## src/rtl/float_pkg.sv

```systemverilog
// Shared binary32 constants and FSM state encoding for the iterative divider.
// Build option FLOAT_DIV_RNE_EN selects round-to-nearest-even over truncation.
package float_pkg;

  localparam int FLOAT_W = 32;
  localparam int EXP_W   = 8;
  localparam int MANT_W  = 23;
  localparam int BIAS    = 127;
  localparam int QUO_W   = MANT_W + 3;

  localparam logic [FLOAT_W-1:0] QNAN    = 32'h7FC00000;
  localparam logic [FLOAT_W-1:0] POS_INF = 32'h7F800000;

  typedef enum logic [2:0] {
    S_IDLE,
    S_UNPACK,
    S_DIVIDE,
    S_ROUND,
    S_DONE
  } state_t;

endpackage

```

## src/rtl/float_div_iter_step.sv

```systemverilog
// One restoring-division step: subtract when possible, then shift left.
// Remainder is always below twice the divisor, so 25 bits suffice.
module mant_div_step
  import float_pkg::*;
(
  input  logic [MANT_W+1:0] rem_i,
  input  logic [MANT_W:0]   div_i,
  output logic [MANT_W+1:0] rem_o,
  output logic              q_o
);

  logic [MANT_W:0] diff;
  logic [MANT_W:0] keep;

  always_comb begin
    q_o   = (rem_i >= {1'b0, div_i});
    diff  = rem_i[MANT_W:0] - div_i;
    keep  = q_o ? diff : rem_i[MANT_W:0];
    rem_o = {keep, 1'b0};
  end

endmodule

```

## src/rtl/float_div_iter.sv

```systemverilog
// Iterative binary32 divider, one quotient bit per cycle, flush-to-zero.
// FLOAT_DIV_RNE_EN enables round-to-nearest-even; otherwise truncates.
module float_div_iter
  import float_pkg::*;
(
  input  logic        clk,
  input  logic        rst_n,
  input  logic        start,
  input  logic [31:0] floatA,
  input  logic [31:0] floatB,
  output logic [31:0] floatQuot,
  output logic        busy,
  output logic        done,
  output logic        divByZero,
  output logic        invalid
);

  state_t state_q, state_d;

  logic [31:0] a_q, a_d, b_q, b_d;
  logic [31:0] res_q, res_d;
  logic [31:0] quot_q, quot_d;
  logic [MANT_W+1:0] rem_q, rem_d;
  logic [MANT_W:0] div_q, div_d;
  logic [QUO_W-1:0] quo_q, quo_d;
  logic [4:0] cnt_q, cnt_d;
  logic signed [9:0] exp_q, exp_d;
  logic sign_q, sign_d;
  logic fdbz_q, fdbz_d, finv_q, finv_d;
  logic odbz_q, odbz_d, oinv_q, oinv_d;
  logic done_q, done_d, busy_q, busy_d;

  logic [EXP_W-1:0] ea, eb;
  logic [MANT_W-1:0] fa, fb;
  logic a_zero, a_inf, a_nan;
  logic b_zero, b_inf, b_nan;
  logic [MANT_W:0] ma, mb;
  logic pre;
  logic [MANT_W+1:0] dvd;
  logic signed [9:0] e0;
  logic sgn;

  logic [MANT_W+1:0] step_rem, step_rem_nxt;
  logic [MANT_W:0] step_div;
  logic step_q;

  logic round_up;
  logic [MANT_W+1:0] mant_sum;
  logic carry;
  logic signed [9:0] exp_r;
  logic [MANT_W-1:0] frac_r;
  logic [31:0] rnd_res;

  // Subnormals fall into the zero class.
  always_comb begin
    ea = a_q[30:23];
    eb = b_q[30:23];
    fa = a_q[22:0];
    fb = b_q[22:0];
    a_zero = (ea == '0);
    b_zero = (eb == '0);
    a_inf = (ea == '1) && (fa == '0);
    b_inf = (eb == '1) && (fb == '0);
    a_nan = (ea == '1) && (fa != '0);
    b_nan = (eb == '1) && (fb != '0);
    sgn = a_q[31] ^ b_q[31];
    ma = {1'b1, fa};
    mb = {1'b1, fb};
    pre = (ma < mb);
    dvd = pre ? {ma, 1'b0} : {1'b0, ma};
    e0 = $signed({2'b00, ea})
       - $signed({2'b00, eb})
       + 10'(BIAS)
       - (pre ? 10'sd1 : 10'sd0);
  end

  // The first step runs on the UNPACK edge.
  always_comb begin
    step_rem = (state_q == S_UNPACK) ? dvd : rem_q;
    step_div = (state_q == S_UNPACK) ? mb : div_q;
  end

  mant_div_step u_step (
    .rem_i (step_rem),
    .div_i (step_div),
    .rem_o (step_rem_nxt),
    .q_o   (step_q)
  );

  always_comb begin
`ifdef FLOAT_DIV_RNE_EN
    round_up = quo_q[1]
             & (quo_q[0] | (|rem_q) | quo_q[2]);
`else
    round_up = 1'b0;
`endif
    mant_sum = {1'b0, quo_q[QUO_W-1:2]}
             + {{(MANT_W+1){1'b0}}, round_up};
    carry = mant_sum[MANT_W+1];
    exp_r = carry ? exp_q + 10'sd1 : exp_q;
    frac_r = carry ? mant_sum[MANT_W:1]
                   : mant_sum[MANT_W-1:0];
    if (exp_r >= 10'sd255) begin
      rnd_res = {sign_q, POS_INF[30:0]};
    end else if (exp_r <= 10'sd0) begin
      rnd_res = {sign_q, 31'd0};
    end else begin
      rnd_res = {sign_q, exp_r[7:0], frac_r};
    end
  end

  always_comb begin
    state_d = state_q;
    a_d = a_q;
    b_d = b_q;
    res_d = res_q;
    quot_d = quot_q;
    rem_d = rem_q;
    div_d = div_q;
    quo_d = quo_q;
    cnt_d = cnt_q;
    exp_d = exp_q;
    sign_d = sign_q;
    fdbz_d = fdbz_q;
    finv_d = finv_q;
    odbz_d = odbz_q;
    oinv_d = oinv_q;
    done_d = 1'b0;
    unique case (state_q)
      S_IDLE: begin
        if (start && !busy_q) begin
          a_d = floatA;
          b_d = floatB;
          state_d = S_UNPACK;
        end
      end
      S_UNPACK: begin
        fdbz_d = 1'b0;
        finv_d = 1'b0;
        state_d = S_DONE;
        if (a_nan || b_nan
            || (a_zero && b_zero)
            || (a_inf && b_inf)) begin
          res_d = QNAN;
          finv_d = 1'b1;
        end else if (a_inf) begin
          res_d = {sgn, POS_INF[30:0]};
        end else if (b_zero) begin
          res_d = {sgn, POS_INF[30:0]};
          fdbz_d = 1'b1;
        end else if (a_zero || b_inf) begin
          res_d = {sgn, 31'd0};
        end else begin
          rem_d = step_rem_nxt;
          div_d = mb;
          quo_d = {{(QUO_W-1){1'b0}}, step_q};
          exp_d = e0;
          sign_d = sgn;
          cnt_d = 5'd1;
          state_d = S_DIVIDE;
        end
      end
      S_DIVIDE: begin
        rem_d = step_rem_nxt;
        quo_d = {quo_q[QUO_W-2:0], step_q};
        cnt_d = cnt_q + 5'd1;
        if (cnt_q == 5'(QUO_W - 1)) begin
          state_d = S_ROUND;
        end
      end
      S_ROUND: begin
        res_d = rnd_res;
        fdbz_d = 1'b0;
        finv_d = 1'b0;
        state_d = S_DONE;
      end
      S_DONE: begin
        quot_d = res_q;
        odbz_d = fdbz_q;
        oinv_d = finv_q;
        done_d = 1'b1;
        state_d = S_IDLE;
      end
      default: state_d = S_IDLE;
    endcase
    busy_d = (state_d != S_IDLE)
          || (state_q == S_DONE);
  end

  always_ff @(posedge clk or negedge rst_n) begin
    if (!rst_n) begin
      state_q <= S_IDLE;
      a_q <= '0;
      b_q <= '0;
      res_q <= '0;
      quot_q <= '0;
      rem_q <= '0;
      div_q <= '0;
      quo_q <= '0;
      cnt_q <= '0;
      exp_q <= '0;
      sign_q <= 1'b0;
      fdbz_q <= 1'b0;
      finv_q <= 1'b0;
      odbz_q <= 1'b0;
      oinv_q <= 1'b0;
      done_q <= 1'b0;
      busy_q <= 1'b0;
    end else begin
      state_q <= state_d;
      a_q <= a_d;
      b_q <= b_d;
      res_q <= res_d;
      quot_q <= quot_d;
      rem_q <= rem_d;
      div_q <= div_d;
      quo_q <= quo_d;
      cnt_q <= cnt_d;
      exp_q <= exp_d;
      sign_q <= sign_d;
      fdbz_q <= fdbz_d;
      finv_q <= finv_d;
      odbz_q <= odbz_d;
      oinv_q <= oinv_d;
      done_q <= done_d;
      busy_q <= busy_d;
    end
  end

  assign floatQuot = quot_q;
  assign busy = busy_q;
  assign done = done_q;
  assign divByZero = odbz_q;
  assign invalid = oinv_q;

endmodule

```

## config.mk

```make
export PLATFORM = sky130hd
export DESIGN_NAME = float_div_iter
export DESIGN_NICKNAME = d
export VERILOG_FILES = /design/src/rtl/float_pkg.sv /design/src/rtl/float_div_iter_step.sv /design/src/rtl/float_div_iter.sv
export SDC_FILE = /design/constraint.sdc
export NUM_CORES = 1
export LEC_CHECK = 0
export CORE_AREA = 2 2 170 172
export DETAILED_ROUTE_END_ITERATION = 12
export DIE_AREA = 0 0 172 174
export HOLD_SLACK_MARGIN = 0.05
export SYNTH_ARGS = -nofsm -noshare
export SYNTH_HDL_FRONTEND = slang
export SYNTH_HIERARCHICAL = 1
export SYNTH_SLANG_ARGS = --single-unit
```

## constraint.sdc

```tcl
create_clock -name clk -period 6.1 [get_ports clk]
set_input_delay 1.22 -clock clk [delete_from_list [all_inputs] [get_ports clk]]
set_output_delay 1.22 -clock clk [all_outputs]
set_load 0.01 [all_outputs]
```

# After elaboration in Yosys (flattened, before gate mapping)
# Index checks and enable logic that the tools add are counted.
[totals]
wordCells = 111
ff_bits = 227
[op_classes]
magnitude_cmp = 4
reduce_logical = 27
eq_ne = 12
add_sub_neg = 5
mux = 41
bitwise_logic = 5
[ops]
columns = ["operator", "count"]
rows = [
  ["25-bit two-way mux", 10],
  ["32-bit two-way mux", 4],
  ["25-bit one-hot mux with 2 select lines", 2],
  ["32-bit one-hot mux with 2 select lines", 1],
  ["31-bit two-way mux", 2],
  ["24-bit two-way mux", 2],
  ["23-bit logical NOT", 2],
  ["23-bit nonzero test", 2],
  ["25-bit by 24-bit >= comparator with 1-bit output", 1],
  ["24-bit < comparator", 1],
  ["24-bit subtractor", 1],
  ["5-bit two-way mux", 4],
  ["3-bit two-way mux", 6],
  ["8-bit equality test (second input constant)", 2],
  ["8-bit logical NOT", 2],
  ["3-bit one-hot mux with 4 select lines", 1],
  ["9-bit by 8-bit adder with 10-bit output (second input constant)", 1],
  ["10-bit by 9-bit >= comparator with 1-bit output (second input constant)", 1],
  ["10-bit by 1-bit less-or-equal comparator with 1-bit output (second input constant)", 1],
  ["5-bit one-hot mux with 2 select lines", 1],
  ["5-bit AND reduction", 2],
  ["10-bit by 2-bit subtractor with 10-bit output", 1],
  ["8-bit by 8-bit subtractor with 9-bit output", 1],
  ["2-bit != test (second input constant)", 4],
  ["17 further kinds", 39],
]

# Logic depth before layout (Yosys ltp)
# Gate-level depths: netlist of the first run.
[logic_depth]
depth_word = 10
depth_mapped = 22
depth_no_buf = 19

# Modules after synthesis
# The synthesis of the first run kept the hierarchy.
[by_module_without_submodules]
columns = ["module", "area_per_inst_um2", "cells_per_inst", "instances", "seq_area_each_um2"]
rows = [
  ["float_div_iter", 10764.1, 969, 1, 5680.4],
  ["mant_div_step", 1742.9, 254, 1, 0.0],
]

# Least setup slack after synthesis of the first run
# Ideal clock, no wire load.
[synth_timing]
kind = "register to register"
from = "register a_q[19]"
to = "register rem_q[6]"
setup_time_ns = 0.125
path_slack_ns = 1.828
t_arrival_ns = 4.147
stages_incl_launch_ff = 21
path_buffers = 4
synth_period_minus_slack_ns = 4.272
path_cell_list = "dfrtp_1 ha_1 nand4_1 nor4_1 nand3_1 o211ai_1 buf_6 buf_6 mux2i_1 o21ai_0 ha_1 buf_6 and3_4 nor3b_1 a311o_1 a311oi_1 a21boi_2 buf_6 a211oi_1 a21o_1 mux2_2"
[synth_via]
elab_chain_len = 10
elab_cells_between_ends = 22
classes_between = "1 x add/sub; 2 x order compare; 2 x eq/ne; 8 x mux; 9 x reduce/logical"
[synth_lines]
columns = ["element", "line_no", "rtl"]
rows = [
  ["start, declared", "float_div_iter.sv:20", "logic [31:0] a_q, a_d, b_q, b_d;"],
  ["start signal, assigned", "float_div_iter.sv:193", "a_q <= '0;"],
  ["start signal, assigned", "float_div_iter.sv:211", "a_q <= a_d;"],
  ["24-bit < comparator", "float_div_iter.sv:69", "pre = (ma < mb);"],
  ["25-bit two-way mux *", "float_div_iter.sv:70", "dvd = pre ? {ma, 1'b0} : {1'b0, ma};"],
  ["25-bit two-way mux *", "float_div_iter.sv:79", "step_rem = (state_q == S_UNPACK) ? dvd : rem_q;"],
  ["named net step_rem[20]", "float_div_iter.sv:43", "logic [MANT_W+1:0] step_rem, step_rem_nxt;"],
  ["25-bit by 24-bit >= comparator with 1-bit output *", "float_div_iter_step.sv:16", "q_o = (rem_i >= {1'b0, div_i});"],
  ["24-bit two-way mux *", "float_div_iter_step.sv:18", "keep = q_o ? diff : rem_i[MANT_W:0];"],
  ["25-bit two-way mux", "float_div_iter.sv:151", "end else if (a_zero || b_inf) begin"],
  ["25-bit two-way mux", "float_div_iter.sv:148", "end else if (b_zero) begin"],
  ["25-bit two-way mux", "float_div_iter.sv:146", "end else if (a_inf) begin"],
  ["25-bit two-way mux", "float_div_iter.sv:141", "if (a_nan || b_nan"],
  ["25-bit one-hot mux with 2 select lines *", "float_div_iter.sv:129", "unique case (state_q)"],
  ["named net rem_d[6]", "float_div_iter.sv:23", "logic [MANT_W+1:0] rem_q, rem_d;"],
  ["end signal, assigned", "float_div_iter.sv:215", "rem_q <= rem_d;"],
  ["end, declared", "float_div_iter.sv:23", ""],
]
# Mark *: on every way through the listed nets, which the timed path passes. The rest lies on a longest branch. The select of a mux whose other input is x is not followed.
# A chain may end at the register's enable or synchronous reset.

# Final worst setup path of the first run
[layout_timing]
from = "register a_q[13]"
to = "register rem_q[10]"
[layout_via]
elab_chain_len = 10
elab_cells_between_ends = 22
classes_between = "1 x add/sub; 2 x order compare; 2 x eq/ne; 8 x mux; 9 x reduce/logical"
[layout_lines]
columns = ["element", "line_no"]
rows = [
  ["24-bit < comparator *", "float_div_iter.sv:69"],
  ["25-bit two-way mux *", "float_div_iter.sv:70"],
  ["25-bit two-way mux *", "float_div_iter.sv:79"],
  ["named net step_rem[18]", "float_div_iter.sv:43"],
  ["25-bit by 24-bit >= comparator with 1-bit output *", "float_div_iter_step.sv:16"],
  ["24-bit two-way mux *", "float_div_iter_step.sv:18"],
  ["25-bit two-way mux", "float_div_iter.sv:151"],
  ["25-bit two-way mux", "float_div_iter.sv:148"],
  ["25-bit two-way mux", "float_div_iter.sv:146"],
  ["25-bit two-way mux", "float_div_iter.sv:141"],
  ["25-bit one-hot mux with 2 select lines *", "float_div_iter.sv:129"],
  ["named net rem_d[10]", "float_div_iter.sv:23"],
]
# Marks and branches as above.

==> results of run 1 <==
cell usage after synthesis (all sizes together) (7+ instances only):
cell type	number
buf	32
nand2	197
inv	78
o21ai	124
ha	64
nor4	17
a21o	16
a211oi	8
nor2b	9
nand3	34
o41ai	7
xnor2	14
mux2	128
xor2	15
o21a	10
nand2b	7
mux2i	24
nand4	12
clkbuf	25
a22o	30
dfrtp	227
o31ai	10
nor3	14
a21oi	31
nor2	33
final timing paths:
path                            from         to  slack (ps)  cells past startpoint
min                        div_q[23]  div_q[23]         460                      1
min reg2reg                div_q[23]  div_q[23]         460                      1
max reg2reg                  a_q[13]  rem_q[10]         820                     17
max in group asynchronous      rst_n   div_q[0]        4270                      2
max                          a_q[13]  rem_q[10]         820                     17
min in group asynchronous      rst_n  rem_q[19]         700                      1
logic make-up (layout without fill, tap and decap cells):
group,after synthesis,after routing,synth area share
muxes,152,152,0.134
other,1,1,0.000300
buffers and inverters,135,238,0.0524
and+or+nand+nor,347,347,0.127
DFF,227,227,0.454
AOI/OAI and AO/OA,265,265,0.143
xor gates and xnor gates,29,29,0.0203
adders and majority gates,67,67,0.0688
area by class of cell:
cell class	count	area [um2]	share of cell area
sequential	227	5680	0.387
clock inverter	10	143	0.00972
multi-input combinational	861	6200	0.423
timing repair buffer	113	1130	0.0772
tap	384	480	0.0327
clock buffer	37	742	0.0506
inverter	78	293	0.0199
state kept, by name (all words and copies together), names as in the netlist:
signal     cells
fdbz_q         1
divByZero      1
b_q           32
done           1
finv_q         1
sign_q         1
floatQuot     32
div_q         24
cnt_q          5
rem_q         25
quo_q         25
invalid        1
exp_q         10
busy           1
a_q           32
state_q        3
res_q         32
through the flow:
stage          hold WS [ps]  instances   util  cell area (um2)  worst slack (ps)
6_report                460       1710  0.520            14700               821
5_1_grt                 489       1710  0.520            14700               377
4_1_cts                 465       1710  0.520            14700               861
3_5_place_dp            451       1663  0.488            13800               886
3_3_place_gp            443       1663  0.488            13800              1020
2_1_floorplan           425       1223      -            12500              1830
routing by layer:
layer	track usage	up-vias	routed length (um)	share of wire
li1	-	4494	-	-
met1	0.298	4401	14200	0.51
met2	0.295	176	12100	0.43
met3	0.0285	34	1230	0.044
met4	0.0382	0	440	0.016
met5	0	-	0	0
==> metrics.txt, run 1 <==
# TYPE chip_impl_metric gauge
chip_impl_info{name="dominantRegCellSynth",value="sky130_fd_sc_hd__dfrtp_1"} 1
chip_impl_info{name="netlist_top_cells_area",value="sky130_fd_sc_hd__dfrtp_1 (45%), sky130_fd_sc_hd__mux2_2 (12%), sky130_fd_sc_hd__ha_1 (6.4%), sky130_fd_sc_hd__nand2_1 (5.9%), sky130_fd_sc_hd__o21ai_0 (4.6%)"} 1
chip_impl_metric{name="final_report_setup_violation_count",unit=""} 0
chip_impl_metric{name="drt_wl_total",unit="mm"} 28.0
chip_impl_metric{name="nets_final",unit=""} 1441
chip_impl_metric{name="iteration_0_drc_markers",unit=""} 592
chip_impl_metric{name="ys_seq_area_frac",unit=""} 0.454
chip_impl_metric{name="timing.max_slew.rel_slack",unit=""} 0.295
chip_impl_metric{name="synthDistinctLibCells",unit=""} 76
chip_impl_metric{name="timing_worst_slew_pin_value",unit="ps"} 1050
chip_impl_metric{name="yosysWarnings",unit=""} 6
chip_impl_metric{name="synthesis.area",unit="mm2"} 0.0125
chip_impl_info{name="cpLargestDelayFamily",value="compound AO/OA/AOI/OAI gates"} 1
chip_impl_metric{name="post-cts-setup-buffer-count",unit=""} 0
chip_impl_metric{name="fillCellCount",unit=""} 2579
chip_impl_metric{name="finalMaxSlewViolations",unit=""} 0
chip_impl_info{name="crit_path_cell_trace",value="ha_1 -> nand4_1 -> nor4_1 -> nand3_1 -> o211ai_1 -> buf_4 -> mux2i_1 -> o21ai_0 -> ha_1 -> a21oi_2 -> o21ai_0 -> a311o_1 -> a311oi_1 -> a21boi_4 -> buf_4 -> o21ai_0 -> mux2_2"} 1
chip_impl_metric{name="fin_skew",unit="ps"} 20.8
chip_impl_metric{name="grt_start_max_net_pins",unit=""} 126
chip_impl_metric{name="first_global_vias",unit=""} 8991
chip_impl_info{name="kind_of_end_point_of_the_critical_path",value="register"} 1
chip_impl_metric{name="post_drt_wl_per_cell",unit="um"} 16.4
chip_impl_info{name="critPathKind",value="register to register"} 1
chip_impl_metric{name="ys_ff_latch",unit=""} 227
chip_impl_metric{name="synthArstFlopShare",unit=""} 1.00
chip_impl_info{name="tritoncts",value="yes"} 1
chip_impl_metric{name="critical_path.max_fanout",unit=""} 26
chip_impl_metric{name="initial_core_util",unit=""} 0.443
chip_impl_metric{name="grt_use_total",unit=""} 0.195
chip_impl_metric{name="cts_buffers",unit=""} 26
chip_impl_info{name="layout.cells.most_common",value="sky130_fd_sc_hd__dfrtp_1"} 1
chip_impl_metric{name="post_dp_hpwl",unit="mm"} 20.0
chip_impl_metric{name="grt_first_pass_wirelength",unit="mm"} 47.3
chip_impl_metric{name="cts.reportedPaths.clkPinSlew",unit="ps"} 60
chip_impl_metric{name="vias",unit=""} 9105
chip_impl_metric{name="die_height",unit="um"} 174
chip_impl_metric{name="finalWorstPathRequiredPeriod",unit="ps"} 5280
chip_impl_info{name="critPathLaunchType",value="register"} 1
chip_impl_metric{name="cts_max_level",unit=""} 1
chip_impl_metric{name="die_width",unit="um"} 172
chip_impl_info{name="hold_path.class",value="register to register"} 1
chip_impl_metric{name="totalNegativeSetupSlack",unit="ps"} 0
chip_impl_info{name="crit_path_top_delay_cell",value="sky130_fd_sc_hd__a21boi_4"} 1
chip_impl_info{name="root_buffer_selected_by_cts",value="sky130_fd_sc_hd__clkbuf_16"} 1
chip_impl_metric{name="synthesis.nets",unit=""} 1357
chip_impl_metric{name="vias_per_instance",unit=""} 5.32
chip_impl_metric{name="final_antenna_net_count",unit=""} 0
chip_impl_metric{name="die_area",unit="mm2"} 0.0299
chip_impl_metric{name="report.final.hold_viol_count",unit=""} 0
chip_impl_info{name="result_of_the_run",value="complete, no violations"} 1
chip_impl_metric{name="drc_errors",unit=""} 0
chip_impl_metric{name="detailedRoute.firstPassIterationCount",unit=""} 4
chip_impl_metric{name="placementRows",unit=""} 62
chip_impl_metric{name="cts_repair_resize_count",unit=""} 0
chip_impl_metric{name="final_layout_size_suffix_gt1_frac",unit=""} 0.165
chip_impl_metric{name="synthToLayoutAreaGrowth",unit="%"} 17.3
chip_impl_metric{name="maxCapViolations",unit=""} 0
chip_impl_metric{name="io_buffer_count",unit=""} 102
chip_impl_metric{name="clock_latency_reported_for_the_late_side_of_the_worst_skew_pair",unit="ps"} 540
chip_impl_metric{name="worst-endpoint-arrival",unit="ps"} 5690
chip_impl_metric{name="crit_path_max_incr_delay",unit="ps"} 580
chip_impl_metric{name="synthCells",unit=""} 1223
chip_impl_metric{name="gp_routability_congestion",unit=""} 0.872
chip_impl_metric{name="syn-mean-instance-area",unit="um2"} 10.2
chip_impl_info{name="yosys.area.top_type",value="sky130_fd_sc_hd__dfrtp_1"} 1
chip_impl_metric{name="share_of_the_clock_period_used_by_the_worst_path",unit=""} 0.865
chip_impl_metric{name="i_o_pins",unit=""} 103
chip_impl_info{name="mostFrequentLayoutCells",value="sky130_fd_sc_hd__dfrtp_1 (227), sky130_fd_sc_hd__nand2_1 (196), sky130_fd_sc_hd__mux2_2 (128), sky130_fd_sc_hd__o21ai_0 (114), sky130_fd_sc_hd__clkdlybuf4s50_1 (101)"} 1
chip_impl_metric{name="num_antenna_cells",unit=""} 0
chip_impl_metric{name="synth-edff-count",unit=""} 0
chip_impl_metric{name="grt_antenna_before_repair",unit=""} 0
chip_impl_metric{name="achievable-frequency",unit="GHz"} 0.189
chip_impl_metric{name="cts-root-to-sink-buffers",unit=""} 3
chip_impl_metric{name="holdBufCountCts",unit=""} 0
chip_impl_metric{name="synth_top_area_frac",unit=""} 0.454
chip_impl_metric{name="cts.sinks",unit=""} 227
chip_impl_info{name="path_common_cell",value="sky130_fd_sc_hd__o21ai_0"} 1
chip_impl_metric{name="grt-ovfl-total",unit=""} 0
chip_impl_metric{name="crit_required",unit="ps"} 6510
chip_impl_metric{name="timing.critical_path.buf_inv",unit=""} 2
chip_impl_info{name="rsz0062_at_grt",value="false"} 1
chip_impl_metric{name="design.core.area",unit="mm2"} 0.0282
Power of run 1 is left out: the tool's default activity adds up to more than one toggle a clock period on the data nets, which glitch-free logic cannot reach.
==> run 2: changes to the inputs <==
--- a/config.mk
+++ b/config.mk
@@ -5,10 +5,11 @@
 export SDC_FILE = /design/constraint.sdc
 export NUM_CORES = 1
 export LEC_CHECK = 0
-export CORE_AREA = 2 2 170 172
+export CORE_AREA = 2 2 149 151
 export DETAILED_ROUTE_END_ITERATION = 12
-export DIE_AREA = 0 0 172 174
+export DIE_AREA = 0 0 151 153
 export HOLD_SLACK_MARGIN = 0.05
+export PLACE_DENSITY = 0.8
 export SYNTH_ARGS = -nofsm -noshare
 export SYNTH_HDL_FRONTEND = slang
 export SYNTH_HIERARCHICAL = 1
==> run 2 against run 1 <==
  * Maximum frequency fell by 4.0%
  * Utilization up 16 points
  * Critical path depth stayed put
  * Largest cell class unchanged
  * Highest routed layer unchanged
  * Cell area down 1.2%
==> metrics.txt, run 2 (same netlist as run 1, synthesis figures left out) <==
# TYPE chip_impl_metric gauge
chip_impl_metric{name="drt_wl_total",unit="mm"} 28.3
chip_impl_info{name="crit_path_top_delay_cell",value="sky130_fd_sc_hd__a21boi_4"} 1
chip_impl_metric{name="cts.sinks",unit=""} 227
chip_impl_info{name="crit_path_cell_trace",value="ha_1 -> nand4_1 -> nor4_1 -> nand3_1 -> o211ai_1 -> buf_4 -> mux2i_1 -> o21ai_0 -> ha_1 -> a21oi_2 -> o21ai_0 -> a311o_1 -> a311oi_1 -> a21boi_4 -> buf_4 -> o21ai_0 -> mux2_2"} 1
chip_impl_info{name="layout.cells.most_common",value="sky130_fd_sc_hd__dfrtp_1"} 1
chip_impl_metric{name="grt-ovfl-total",unit=""} 0
chip_impl_metric{name="i_o_pins",unit=""} 103
chip_impl_metric{name="area_used_by_multi_input_combinational_logic",unit="mm2"} 0.00620
chip_impl_info{name="r2r_end",value="rem_q[7]"} 1
chip_impl_metric{name="timing.max_slew.rel_slack",unit=""} 0.311
chip_impl_info{name="critPathKind",value="register to register"} 1
chip_impl_metric{name="area.sequential",unit="mm2"} 0.00568
chip_impl_metric{name="cts_repair_resize_count",unit=""} 0
chip_impl_info{name="path_common_cell",value="sky130_fd_sc_hd__o21ai_0"} 1
chip_impl_info{name="result_of_the_run",value="complete, no violations"} 1
chip_impl_metric{name="crit_required",unit="ps"} 6520
chip_impl_metric{name="num_antenna_cells",unit=""} 0
chip_impl_metric{name="totalNegativeSetupSlack",unit="ps"} 0
chip_impl_metric{name="crit_path_max_incr_delay",unit="ps"} 860
chip_impl_metric{name="die_width",unit="um"} 151
chip_impl_metric{name="report.final.hold_viol_count",unit=""} 0
chip_impl_info{name="hold_path.class",value="register to register"} 1
chip_impl_metric{name="worst-endpoint-arrival",unit="ps"} 5910
chip_impl_metric{name="post_drt_wl_per_cell",unit="um"} 17.6
chip_impl_metric{name="clock_latency_reported_for_the_late_side_of_the_worst_skew_pair",unit="ps"} 530
chip_impl_info{name="mostFrequentLayoutCells",value="sky130_fd_sc_hd__dfrtp_1 (227), sky130_fd_sc_hd__nand2_1 (196), sky130_fd_sc_hd__mux2_2 (128), sky130_fd_sc_hd__o21ai_0 (114), sky130_fd_sc_hd__clkdlybuf4s50_1 (101)"} 1
chip_impl_metric{name="dp_worst_setup_slack",unit="ps"} 745
chip_impl_info{name="root_buffer_selected_by_cts",value="sky130_fd_sc_hd__clkbuf_16"} 1
chip_impl_info{name="hp-start",value="quo_q[0]"} 1
chip_impl_info{name="cpLargestDelayFamily",value="compound AO/OA/AOI/OAI gates"} 1
chip_impl_metric{name="vias",unit=""} 9458
chip_impl_metric{name="grt_use_total",unit=""} 0.250
chip_impl_metric{name="io_buffer_count",unit=""} 102
chip_impl_metric{name="share_of_the_clock_period_used_by_the_worst_path",unit=""} 0.901
chip_impl_metric{name="first_global_vias",unit=""} 9229
chip_impl_metric{name="r2r_cells",unit=""} 17
chip_impl_metric{name="fin_skew",unit="ps"} 14.4
chip_impl_metric{name="final_antenna_net_count",unit=""} 0
chip_impl_info{name="rsz0062_at_grt",value="false"} 1
chip_impl_metric{name="cts-root-to-sink-buffers",unit=""} 3
chip_impl_info{name="tritoncts",value="yes"} 1
chip_impl_metric{name="fillCellCount",unit=""} 1624
chip_impl_metric{name="synthToLayoutAreaGrowth",unit="%"} 16.0
chip_impl_metric{name="achievable-frequency",unit="GHz"} 0.182
chip_impl_metric{name="hold_path_depth",unit=""} 2
chip_impl_info{name="kind_of_end_point_of_the_critical_path",value="register"} 1
chip_impl_metric{name="placementRows",unit=""} 54
chip_impl_metric{name="cts_max_level",unit=""} 1
chip_impl_metric{name="grt_first_pass_wirelength",unit="mm"} 47.1
chip_impl_metric{name="maxCapViolations",unit=""} 0
chip_impl_metric{name="timing.critical_path.buf_inv",unit=""} 2
chip_impl_metric{name="cts.reportedPaths.clkPinSlew",unit="ps"} 70
chip_impl_metric{name="vias_per_instance",unit=""} 5.90
chip_impl_metric{name="post_dp_hpwl",unit="mm"} 19.5
chip_impl_info{name="reg2reg_from",value="a_q[12]"} 1
chip_impl_metric{name="final_layout_size_suffix_gt1_frac",unit=""} 0.167
chip_impl_metric{name="initial_core_util",unit=""} 0.582
chip_impl_metric{name="finalWorstPathRequiredPeriod",unit="ps"} 5500
chip_impl_metric{name="die_height",unit="um"} 153
chip_impl_metric{name="holdBufCountCts",unit=""} 0
chip_impl_metric{name="grt_antenna_before_repair",unit=""} 0
chip_impl_metric{name="detailedRoute.firstPassIterationCount",unit=""} 5
chip_impl_metric{name="post-cts-setup-buffer-count",unit=""} 0
chip_impl_metric{name="nets_final",unit=""} 1440
chip_impl_metric{name="timing.reg2reg.setup_slack",unit="ps"} 600
chip_impl_metric{name="grt_start_max_net_pins",unit=""} 134
chip_impl_metric{name="critical_path.max_fanout",unit=""} 35
chip_impl_metric{name="finalMaxSlewViolations",unit=""} 0
chip_impl_metric{name="die_area",unit="mm2"} 0.0231
chip_impl_metric{name="timing_worst_slew_pin_value",unit="ps"} 1030
chip_impl_info{name="hold_path_end",value="quo_q[1]"} 1
chip_impl_metric{name="design.core.area",unit="mm2"} 0.0215
chip_impl_metric{name="final_report_setup_violation_count",unit=""} 0
chip_impl_metric{name="gp_routability_congestion",unit=""} 0.929
chip_impl_info{name="critPathLaunchType",value="register"} 1
chip_impl_metric{name="iteration_0_drc_markers",unit=""} 750
chip_impl_metric{name="final.setup.worst_slack",unit="ps"} 603
chip_impl_metric{name="cts_buffers",unit=""} 24
chip_impl_metric{name="drc_errors",unit=""} 0
run 2: cell types whose count changed in the layout (fill, tap and decap cells not counted), sizes merged:
cell      delta
bufinv       +1
clkinv       +1
clkbuf       -6
clkinvlp     +1
buf          +1
run 2: per-stage QoR:
| stage | instances | area (um2) | util | hold slack [ps] |
|---|---|---|---|---|
| after detailed placement | 1560 | 13600 | 0.635 | 463 |
| after global placement | 1560 | 13600 | 0.635 | 450 |
| after CTS | 1604 | 14500 | 0.675 | 481 |
| after global routing | 1604 | 14500 | 0.675 | 503 |
| after floorplan | 1223 | 12500 | - | 425 |
| final | 1604 | 14500 | 0.675 | 479 |
run 2: how the worst max path moves through the flow:
stage,from,end,slack [ps],depth (start not counted)
finish,a_q[12],rem_q[7],600,17
detailed placement,a_q[12],rem_q[7],740,17
global route,a_q[13],rem_q[1],220,17
floorplan,a_q[19],rem_q[6],1830,20
global placement,a_q[13],rem_q[9],810,17
CTS,a_q[12],rem_q[7],670,17
run 2: layer usage:
layer | track usage | wire length, um | vias to the layer above | part of all wire
met3 | 0.0361 | 1560 | 54 | 0.055
met5 | 0 | 0 | - | 0
li1 | - | - | 4497 | -
met2 | 0.393 | 13200 | 283 | 0.47
met1 | 0.368 | 12900 | 4624 | 0.46
met4 | 0.0610 | 626 | 0 | 0.022
run 2: final cells by class:
class                   instances  area share
multi-input cells             861       0.427
flip-flops and latches        227       0.392
repair buffers                114      0.0769
clock buffers                  31      0.0474
well taps                     280      0.0242
inverters                      78      0.0202
clock inverters                13      0.0125
run 2: worst register-to-register path: stages, from the launching register on:
cell and delay, ps:
sky130_fd_sc_hd__dfrtp_1 470, sky130_fd_sc_hd__ha_1 380, sky130_fd_sc_hd__nand4_1 150, sky130_fd_sc_hd__nor4_1 340
sky130_fd_sc_hd__nand3_1 120, sky130_fd_sc_hd__o211ai_1 170, sky130_fd_sc_hd__buf_4 410, sky130_fd_sc_hd__mux2i_1 300
sky130_fd_sc_hd__o21ai_0 140, sky130_fd_sc_hd__ha_1 440, sky130_fd_sc_hd__a21oi_2 190, sky130_fd_sc_hd__o21ai_0 160
sky130_fd_sc_hd__a311o_1 350, sky130_fd_sc_hd__a311oi_1 260, sky130_fd_sc_hd__a21boi_4 860, sky130_fd_sc_hd__buf_4 300
sky130_fd_sc_hd__o21ai_0 100, sky130_fd_sc_hd__mux2_2 260
Power of run 2 is left out for the same reason.
